--- config.mk ---
export PLATFORM = sky130hd
export DESIGN_NAME = fifo_traffic_gen
export DESIGN_NICKNAME = d
export VERILOG_FILES = /design/src/rtl/fifo_traffic_gen.sv
export SDC_FILE = /design/constraint.sdc
export NUM_CORES = 1
export LEC_CHECK = 0
export ABC_AREA = 0
export CORE_ASPECT_RATIO = 1.75
export CORE_MARGIN = 1
export CORE_UTILIZATION = 50
export DETAILED_ROUTE_END_ITERATION = 12
export PLACE_DENSITY = 0.79
export SETUP_SLACK_MARGIN = 0.2
export SYNTH_ARGS = -nofsm -noshare
export SYNTH_HDL_FRONTEND = slang
export SYNTH_SLANG_ARGS = --single-unit
--- constraint.sdc ---
create_clock -name clk -period 2.3 [get_ports clk]
set_clock_uncertainty 0.1 [all_clocks]
set_input_delay 0.345 -clock clk [delete_from_list [all_inputs] [get_ports clk]]
set_output_delay 0.345 -clock clk [all_outputs]
set_load 0.02 [all_outputs]
--- src/rtl/fifo_traffic_gen.sv ---
// fifo_traffic_gen: constrained FIFO stimulus source and end-to-end checker for one tracked element.
// Ports: clk, rst (async active-low); en, push_force, pop_force steer traffic; full, empty,
// data_out come from the FIFO; push, pop, data_in drive it; start pulses on the tracked push,
// tracked_data holds its value, occ is the modelled occupancy, done/err are sticky results.
module fifo_traffic_gen #(
  parameter int          WIDTH       = 8,
  parameter int          DEPTH       = 8,
  parameter int          WARMUP      = 4,
  parameter logic [15:0] SEED        = 16'hACE1,
  parameter logic [7:0]  PUSH_THRESH = 8'd128,
  parameter logic [7:0]  POP_THRESH  = 8'd96
) (
  input  logic                       clk,
  input  logic                       rst,
  input  logic                       en,
  input  logic                       push_force,
  input  logic                       pop_force,
  input  logic                       full,
  input  logic                       empty,
  input  logic [WIDTH-1:0]           data_out,
  output logic                       push,
  output logic                       pop,
  output logic [WIDTH-1:0]           data_in,
  output logic                       start,
  output logic [WIDTH-1:0]           tracked_data,
  output logic [$clog2(DEPTH+1)-1:0] occ,
  output logic                       done,
  output logic [1:0]                 err
);
  localparam int OW = $clog2(DEPTH + 1);
  localparam int CW = $clog2(WARMUP + 2);
  typedef enum logic [1:0] {IDLE, WARM, TRACK, DONE} state_t;
  state_t           state;
  logic [15:0]      lfsr;
  logic [WIDTH-1:0] seq;
  logic [OW-1:0]    ahead;
  logic [CW-1:0]    warm;
  logic             pre;
  // Gating with rst keeps push/pop low for the whole time reset is held.
  assign push    = rst & en & (push_force | (lfsr[7:0] < PUSH_THRESH)) & ~full;
  assign pop     = rst & en & (pop_force | (lfsr[15:8] < POP_THRESH)) & ~empty;
  assign data_in = seq;
  // Pushes made while still in IDLE count toward warm-up, so the tracked push is
  // always the (WARMUP+1)th push since reset.
  assign pre     = (state == IDLE) | (state == WARM);
  assign start   = pre & push & (warm == CW'(WARMUP));
  always_ff @(posedge clk or negedge rst) begin
    if (!rst) begin
      lfsr         <= SEED;
      seq          <= '0;
      occ          <= '0;
      ahead        <= '0;
      warm         <= '0;
      tracked_data <= '0;
      state        <= IDLE;
      done         <= 1'b0;
      err          <= 2'b00;
    end else begin
      if (en) lfsr <= lfsr[0] ? ((lfsr >> 1) ^ 16'hB400) : (lfsr >> 1);
      if (push) seq <= seq + 1'b1;
      occ <= occ + OW'(push) - OW'(pop);
      if ((full != (occ == OW'(DEPTH))) | (empty != (occ == '0))) err[1] <= 1'b1;
      if (start) begin
        state        <= TRACK;
        tracked_data <= data_in;
        ahead        <= occ - OW'(pop);
      end else begin
        if (pre & push) warm <= warm + 1'b1;
        if ((state == IDLE) & en) state <= WARM;
      end
      if ((state == TRACK) & pop) begin
        if (ahead != '0) ahead <= ahead - 1'b1;
        else begin
          if (data_out == tracked_data) done <= 1'b1;
          else err[0] <= 1'b1;
          state <= DONE;
        end
      end
    end
  end
endmodule

* Word-level counts from Yosys, hierarchy flattened
Index checks and enable logic that the tools add are counted.
Storage, ports and cells: bits in latches 0, memories 0, RAM bits 0, bits in read-only memories 0, flip-flop bits (word level) 48
Operators by class: $mul 0, reduce and logical (&&, ||, !) cells 6, divide/modulo/power cells 0, shifts and indexed selects 0, mux-type cells 8, eq/ne operators 7, $lt $le $gt $ge 2, $add $sub $neg 6, bitwise operators 19
Operators by type and width (count):
- $mux 16 | 1
- $mux 4 | 3
- $and 1x1->1 | 9
- $add 8x1->8 const B | 1
- $eq 8x8->1 | 1
- $lt 8x7->1 const B | 1
- $lt 8x8->1 const B | 1
- $mux 2 | 4
- $sub 4x1->4 | 2
- $reduce_and 3->1 | 2
- $not 1->1 | 5
- $add 4x1->4 | 1
- $eq 4x4->1 const B | 1
- $logic_not 4->1 | 1
- $not 3->4 | 1
- $or 1x1->1 | 4
- $reduce_bool 4->1 | 1
- $sub 4x1->4 const B | 1
- $add 3x1->3 const B | 1
- $eq 3x3->1 const B | 1
- $eq 2x1->1 const B | 1
- $eq 2x2->1 const B | 1
- $logic_not 2->1 | 1
- $ne 1x1->1 | 2
- $reduce_and 2->1 | 1

* Longest topological paths before layout
Gate-level depths: netlist of the first run.
depth in word-level cells 9, depth in mapped cells 9, depth with buffers taken out 9

* Worst setup path after synthesis of the first run
Ideal clock, no wire load.
path type reg-to-reg, from reg lfsr[14], to reg occ[2], buffers on the path 0, arrival 2.139 ns, setup time 0.123 ns, period minus slack after synthesis 2.362 ns, cell stages (with the launch flop) 9, path slack -0.062 ns, cells stage by stage dfrtp_1 a21o_2 a21oi_1 ha_1 inv_1 ha_1 inv_1 fa_1 xor2_1
Between the ends: word-level cells in the longest chain between the ends 5
RTL lines:
- start: declaration | line 34 | logic [15:0] lfsr;
- start signal: assignment | line 59 | if (en) lfsr <= lfsr[0] ? ((lfsr >> 1) ^ 16'hB400) : (lfsr >> 1);
- $lt 8x7->1 | line 41 | assign pop = rst & en & (pop_force | (lfsr[15:8] < POP_THRESH)) & ~empty;
- $or 1x1->1 | line 41
- $and 1x1->1 (2 in series) | line 41
- net pop | line 22 | output logic pop,
- $sub 4x1->4 | line 61 | occ <= occ + OW'(push) - OW'(pop);
- end signal: assignment | line 61
- end: declaration | line 26 | output logic [$clog2(DEPTH+1)-1:0] occ,
The timed path passes the listed nets, and every way through them passes these cells. A chain may end at the register's enable or synchronous reset.

* Final worst setup path of the first run
from reg warm[0], to out start
Between the ends: word-level cells in the longest chain between the ends 2
RTL lines:
- start: declaration | line 37 | logic [CW-1:0] warm;
- start signal: assignment | line 68 | if (pre & push) warm <= warm + 1'b1;
- $eq 3x3->1 | line 46 | assign start = pre & push & (warm == CW'(WARMUP));
- $and 1x1->1 | line 46
- end: declaration | line 24 | output logic start,
No other way between the ends.

==> results.sh, run 1 <==
export IMPL_worst_pin_slew_ns=0.450
export IMPL_netlist_instances=213
export IMPL_synth_avg_cell_area_um2=11.2
export IMPL_yosysSeqAreaShare=0.507
export IMPL_required_ns=1.86
export IMPL_clock_fmax_ghz=0.468
export IMPL_cp_start_kind="flop"
export IMPL_wl_um=4980
export IMPL_ctsHtreeMaxLevel=2
export IMPL_antenna_left=0
export IMPL_antenna_found_initial=0
export IMPL_synth_top_area_frac=0.419
export IMPL_synthToLayoutAreaGrowth_pct=32.4
export IMPL_vias=1762
export IMPL_synth_flop_cell="dfrtp_1"
export IMPL_rsz0062_at_grt="yes"
export IMPL_syn_num_nets=243
export IMPL_cts_buffer_depth=2
export IMPL_async_reset_ff_frac=1.00
export IMPL_rows=32
export IMPL_cts_buffers=5
export IMPL_final_area_um2=3160
export IMPL_drive_gt1_frac=0.247
export IMPL_synthTopCellsByCount="40 x dfrtp_1, 32 x nand2_1, 15 x inv_1, 14 x ha_1, 14 x mux2_2"
export IMPL_clock_latency_ns=0.30
export IMPL_outcome="completed"
export IMPL_placed_area_um2=2960
export IMPL_grt_pass1_wl_um=8280
export IMPL_synth_top_cell_by_area="dfrtp_1"
export IMPL_grt_max_degree=31
export IMPL_finalMaxSlewViolations=0
export IMPL_ir_drop_mv=0.832
export IMPL_synth_edf_count=0
export IMPL_hold_path_class="in -> async"
export IMPL_start_util=0.533
export IMPL_ios=41
export IMPL_fin_nets=308
export IMPL_instances_no_fill=330
export IMPL_layout_min_cycle_time_ns=2.14
export IMPL_drt_initial_drc_count=20
export IMPL_ys_seq_elements=48
export IMPL_diodes=0
export IMPL_crit_type="reg -> out"
export IMPL_crit_arrival_ns=1.69
export IMPL_p_leak_nw=1.45
export IMPL_viasPerCell=5.34
export IMPL_synth_cell_types=44
export IMPL_fin_crit_sh=0.930
export IMPL_dieArea_um2=5070
export IMPL_grt_pass1_vias=1833
export IMPL_firstDrtPassIters=6
export IMPL_wl_per_cell_um=15.1
export IMPL_die_h_um=93.5
export IMPL_finalHoldViolCount=0
export IMPL_power_density_nw_per_um2=981
export IMPL_hpwl_um=3540
export IMPL_yosysMostFrequentCell="dfrtp_1"
export IMPL_cts_root_buf="clkbuf_8"
export IMPL_cts_tree="built"
export IMPL_port_buffers=40
export IMPL_dp_cells=316
export IMPL_fp_dieW_um=54.3
export IMPL_critPathMaxFanout=2
export IMPL_grt_usage=0.226
export IMPL_globalplace_congestion=0.761
export IMPL_relSlewSlack=0.699
export IMPL_setup_violations=0
export IMPL_yosys_warnings=0
export IMPL_synth_top_cells_by_area="dfrtp_1 42%, dfstp_2 8.8%, ha_1 7.3%"
export IMPL_p_total_mw=3.11
export IMPL_path_clk_slew_ns=0.09
export IMPL_synth_area_um2=2390
export IMPL_numClockSinks=48
export IMPL_gr_total_overflow=0
export IMPL_drcViolationCount=0
export IMPL_end_kind="output port"
export IMPL_maxCapViolCount=0
export IMPL_core_area_um2=4480
-- logic make-up after synthesis --
family / share of synthesized area
XOR/XNOR: 0.0843
adder cells (fa/ha/maj): 0.0817
multiplexers: 0.0796
AO/OA/AOI/OAI: 0.0728
AND/OR/NAND/NOR: 0.141
buffers and inverters: 0.0335
flip-flops: 0.507
-- registers in the layout, summed over array words and instances (netlist names) --
register / count
tracked_data: 8
lfsr: 16
warm: 3
ahead: 4
err: 2
done: 1
data_in: 8
occ: 4
state: 2
-- critical path, cell delays in order (launching register included) --
cell	delay (ns)
dfrtp_1	0.41
inv_2	0.09
ha_4	0.13
nand4_1	0.12
or4_4	0.46
inv_4	0.08
buf_6	0.11
-- routing by layer --
| layer | up-vias | global-route usage | wire length, µm |
|---|---|---|---|
| met1 | 863 | 0.251 | 1910 |
| met4 | 0 | 0.0812 | 78 |
| met2 | 39 | 0.407 | 2820 |
| met3 | 6 | 0.0390 | 164 |
| met5 | - | 0 | 0 |
| li1 | 854 | - | - |
-- cell usage in the layout, fill, tap and decap left out, types with 3 or more instances in the layout --
cell type,instances
dfrtp_1,40
clkdlybuf4s50_1,34
nand2_1,32
buf_4,18
mux2_2,14
xor2_1,13
inv_1,12
ha_1,11
xnor2_1,10
nor2_1,8
dfstp_2,8
clkbuf_8,6
a21oi_1,5
nand3_1,5
inv_2,3
nand4_1,3
and3_1,3
nor3_1,3
buf_6,3
-- cell type report --
| type | instances | area [µm²] |
|---|---|---|
| Fill cell | 323 | 1320 |
| Sequential cell | 48 | 1210 |
| Multi-Input combinational cell | 145 | 1150 |
| Timing Repair Buffer | 62 | 582 |
| Clock buffer | 6 | 82.6 |
| Tap cell | 51 | 63.8 |
| Inverter | 16 | 62.6 |
| Clock inverter | 2 | 15.0 |
-- final timing paths --
kind                            startpoint      end  slack [ns]  cells past startpoint
worst min register to register      err[0]   err[0]        0.37                      1
worst max register to register    lfsr[14]   occ[2]        0.22                      8
worst min-delay path                   rst  warm[0]        0.02                      2
worst max-delay path               warm[0]    start        0.16                      6
max in group asynchronous              rst     done        1.35                      3
min in group clk                     empty   err[1]        0.36                      4
-- where the power goes --
| group | internal [mW] | switching (mW) | total [mW] |
|---|---|---|---|
| logic | 0.606 | 0.550 | 1.16 |
| clock network | 0.244 | 0.289 | 0.533 |
| registers | 1.16 | 0.256 | 1.42 |
-- stage by stage --
| stage | util | hold slack [ns] | setup slack, ns | setup TNS (ns) |
|---|---|---|---|---|
| detailed placement | 0.660 | 0.307 | -0.239 | -1.19 |
| floorplan | - | -0.0506 | 0.205 | 0 |
| CTS | 0.690 | 0.0312 | 0.184 | 0 |
| global route | 0.706 | 0.0622 | 0.105 | 0 |
| global placement | 0.660 | 0.299 | -0.219 | -0.873 |
| finish | 0.706 | 0.0175 | 0.162 | 0 |
-- what timing repair did --
item	in CTS	in global routing
endpoints found under the setup margin	8	5
hold endpoints to repair	18	0
resized for setup	19	9
pin swaps	2	4
hold buffers	1	0
buffers inserted	0	5
Power figures use the tool's default switching activity.
==> run 2, diff against run 1 <==
--- a/config.mk
+++ b/config.mk
@@ -10,7 +10,7 @@
 export CORE_MARGIN = 1
 export CORE_UTILIZATION = 50
 export DETAILED_ROUTE_END_ITERATION = 12
-export PLACE_DENSITY = 0.79
+export PLACE_DENSITY = 0.83
 export SETUP_SLACK_MARGIN = 0.2
 export SYNTH_ARGS = -nofsm -noshare
 export SYNTH_HDL_FRONTEND = slang
==> run 2 against run 1 <==
Register-to-register slack about the same. Hold slack improved by 0.062 ns. Cell count up 0.61%. Largest cell class unchanged. Power rose by 0.81%. Design area increased by 0.75%. Fmax grew 0.10%.
==> results.sh, run 2 (synthesized netlist as in run 1, its figures left out) <==
export IMPL_outcome="completed"
export IMPL_worst_pin_slew_ns=0.544
export IMPL_dp_cells=316
export IMPL_p_total_mw=3.13
export IMPL_finalHoldViolCount=0
export IMPL_die_h_um=93.5
export IMPL_clock_latency_ns=0.30
export IMPL_finalHoldWorstSlack_ns=0.0792
export IMPL_vias=1812
export IMPL_fin_nets=310
export IMPL_antenna_found_initial=0
export IMPL_slowest_delay_ns=0.45
export IMPL_max_flop_register="lfsr"
export IMPL_wl_um=5090
export IMPL_layout_min_cycle_time_ns=2.14
export IMPL_fp_dieW_um=54.3
export IMPL_firstDrtPassIters=4
export IMPL_cp_start_kind="flop"
export IMPL_place_ws_ns=-0.228
export IMPL_hpwl_um=3580
export IMPL_hold_path_class="in -> async"
export IMPL_instances_no_fill=332
export IMPL_wl_met2_um=2870
export IMPL_grt_pass1_wl_um=8340
export IMPL_setup_violations=0
export IMPL_grt_usage=0.227
export IMPL_regArea_um2=1210
export IMPL_end_kind="output port"
export IMPL_dieArea_um2=5070
export IMPL_cts_root_buf="clkbuf_8"
export IMPL_multiInputGateArea_um2=1180
export IMPL_placed_area_um2=2960
export IMPL_grt_max_degree=45
export IMPL_layout_commonest_cell="dfrtp_1"
export IMPL_crit_type="reg -> out"
export IMPL_drcViolationCount=0
export IMPL_finalMaxSlewViolations=0
export IMPL_fin_crit_sh=0.929
export IMPL_rows=32
export IMPL_relSlewSlack=0.637
export IMPL_rsz0062_at_grt="yes"
export IMPL_met3_length_um=230
export IMPL_crit_top_cell="inv_2"
export IMPL_cts_buffers=5
export IMPL_start_util=0.533
export IMPL_grt_pass1_vias=1820
export IMPL_port_buffers=40
export IMPL_diodes=0
export IMPL_path_clk_slew_ns=0.09
export IMPL_ir_drop_mv=0.746
export IMPL_critPathMaxFanout=2
export IMPL_drt_initial_drc_count=45
export IMPL_core_area_um2=4480
export IMPL_synthToLayoutAreaGrowth_pct=33.4
export IMPL_n_fill_cell=302
export IMPL_highest_layer="met4"
export IMPL_cts_buffer_depth=2
export IMPL_numClockSinks=48
export IMPL_ios=41
export IMPL_wl_met1_um=1870
export IMPL_gr_total_overflow=0
export IMPL_power_density_nw_per_um2=982
export IMPL_crit_slowest_cell="or4_4"
export IMPL_viasPerCell=5.46
export IMPL_r2r_slack_ns=0.21
export IMPL_layout_common_cells="40 x dfrtp_1, 34 x clkdlybuf4s50_1, 32 x nand2_1"
export IMPL_ctsHtreeMaxLevel=2
export IMPL_clock_fmax_ghz=0.468
export IMPL_worstPathCellList="inv_2 -> ha_4 -> nand4_1 -> or4_4 -> inv_2 -> buf_4"
export IMPL_antenna_left=0
export IMPL_required_ns=1.86
export IMPL_maxCapViolCount=0
export IMPL_globalplace_congestion=0.744
export IMPL_largest_register_ffs=16
export IMPL_drive_gt1_frac=0.263
export IMPL_final_area_um2=3190
export IMPL_crit_arrival_ns=1.69
export IMPL_cts_tree="built"
export IMPL_fin_ws_ns=0.164
export IMPL_wl_per_cell_um=15.3
export IMPL_p_leak_nw=1.45
[run 2: power by group]
part | internal [mW] | switching (mW)
Sequential | 1.16 | 0.249
Clock | 0.212 | 0.284
Combinational | 0.642 | 0.584
[run 2: through the flow]
step                utilization  TNS, ns
detailed placement        0.660    -1.10
CTS                       0.688        0
global route              0.711        0
global placement          0.660   -0.845
finish                    0.711        0
floorplan                     -        0
[run 2: worst max-delay path: cells and delay by family (launching register included)]
| kind | cells | cell delay, ns |
|---|---|---|
| fa+ha+maj | 1 | 0.14 |
| simple gates | 2 | 0.55 |
| buf+inv | 3 | 0.30 |
| flops | 1 | 0.40 |
[run 2: timing repair]
| item | 4_1_cts | 5_1_grt |
|---|---|---|
| gates resized for setup | 15 | 12 |
| setup buffers | 1 | 6 |
| hold buffers | 1 | 0 |
| hold endpoints to repair | 4 | 0 |
| pin swaps | 1 | 6 |
| setup endpoints to repair | 8 | 5 |
| gates cloned | 0 | 0 |
[run 2: area by class of cell]
type                            instances  share of cell area
Multi-Input combinational cell        145               0.372
Clock inverter                          3             0.00589
Sequential cell                        48               0.380
Timing Repair Buffer                   64               0.182
Clock buffer                            5              0.0216
Inverter                               16              0.0188
Tap cell                               51              0.0200
[run 2: final timing paths]
check | endpoint | startpoint | cells past startpoint
min reg2reg | err[0] | err[0] | 1
max reg2reg | ahead[1] | warm[0] | 8
max | start | warm[0] | 6
min in group clk | err[0] | err[0] | 1
min | lfsr[9] | rst | 2
max in group asynchronous | ahead[3] | rst | 3
[run 2: per-layer routing]
layer  vias up  track usage
li1        860            -
met1       879        0.264
met2        61        0.392
met3        12       0.0341
met4         0        0.100
met5         -            0
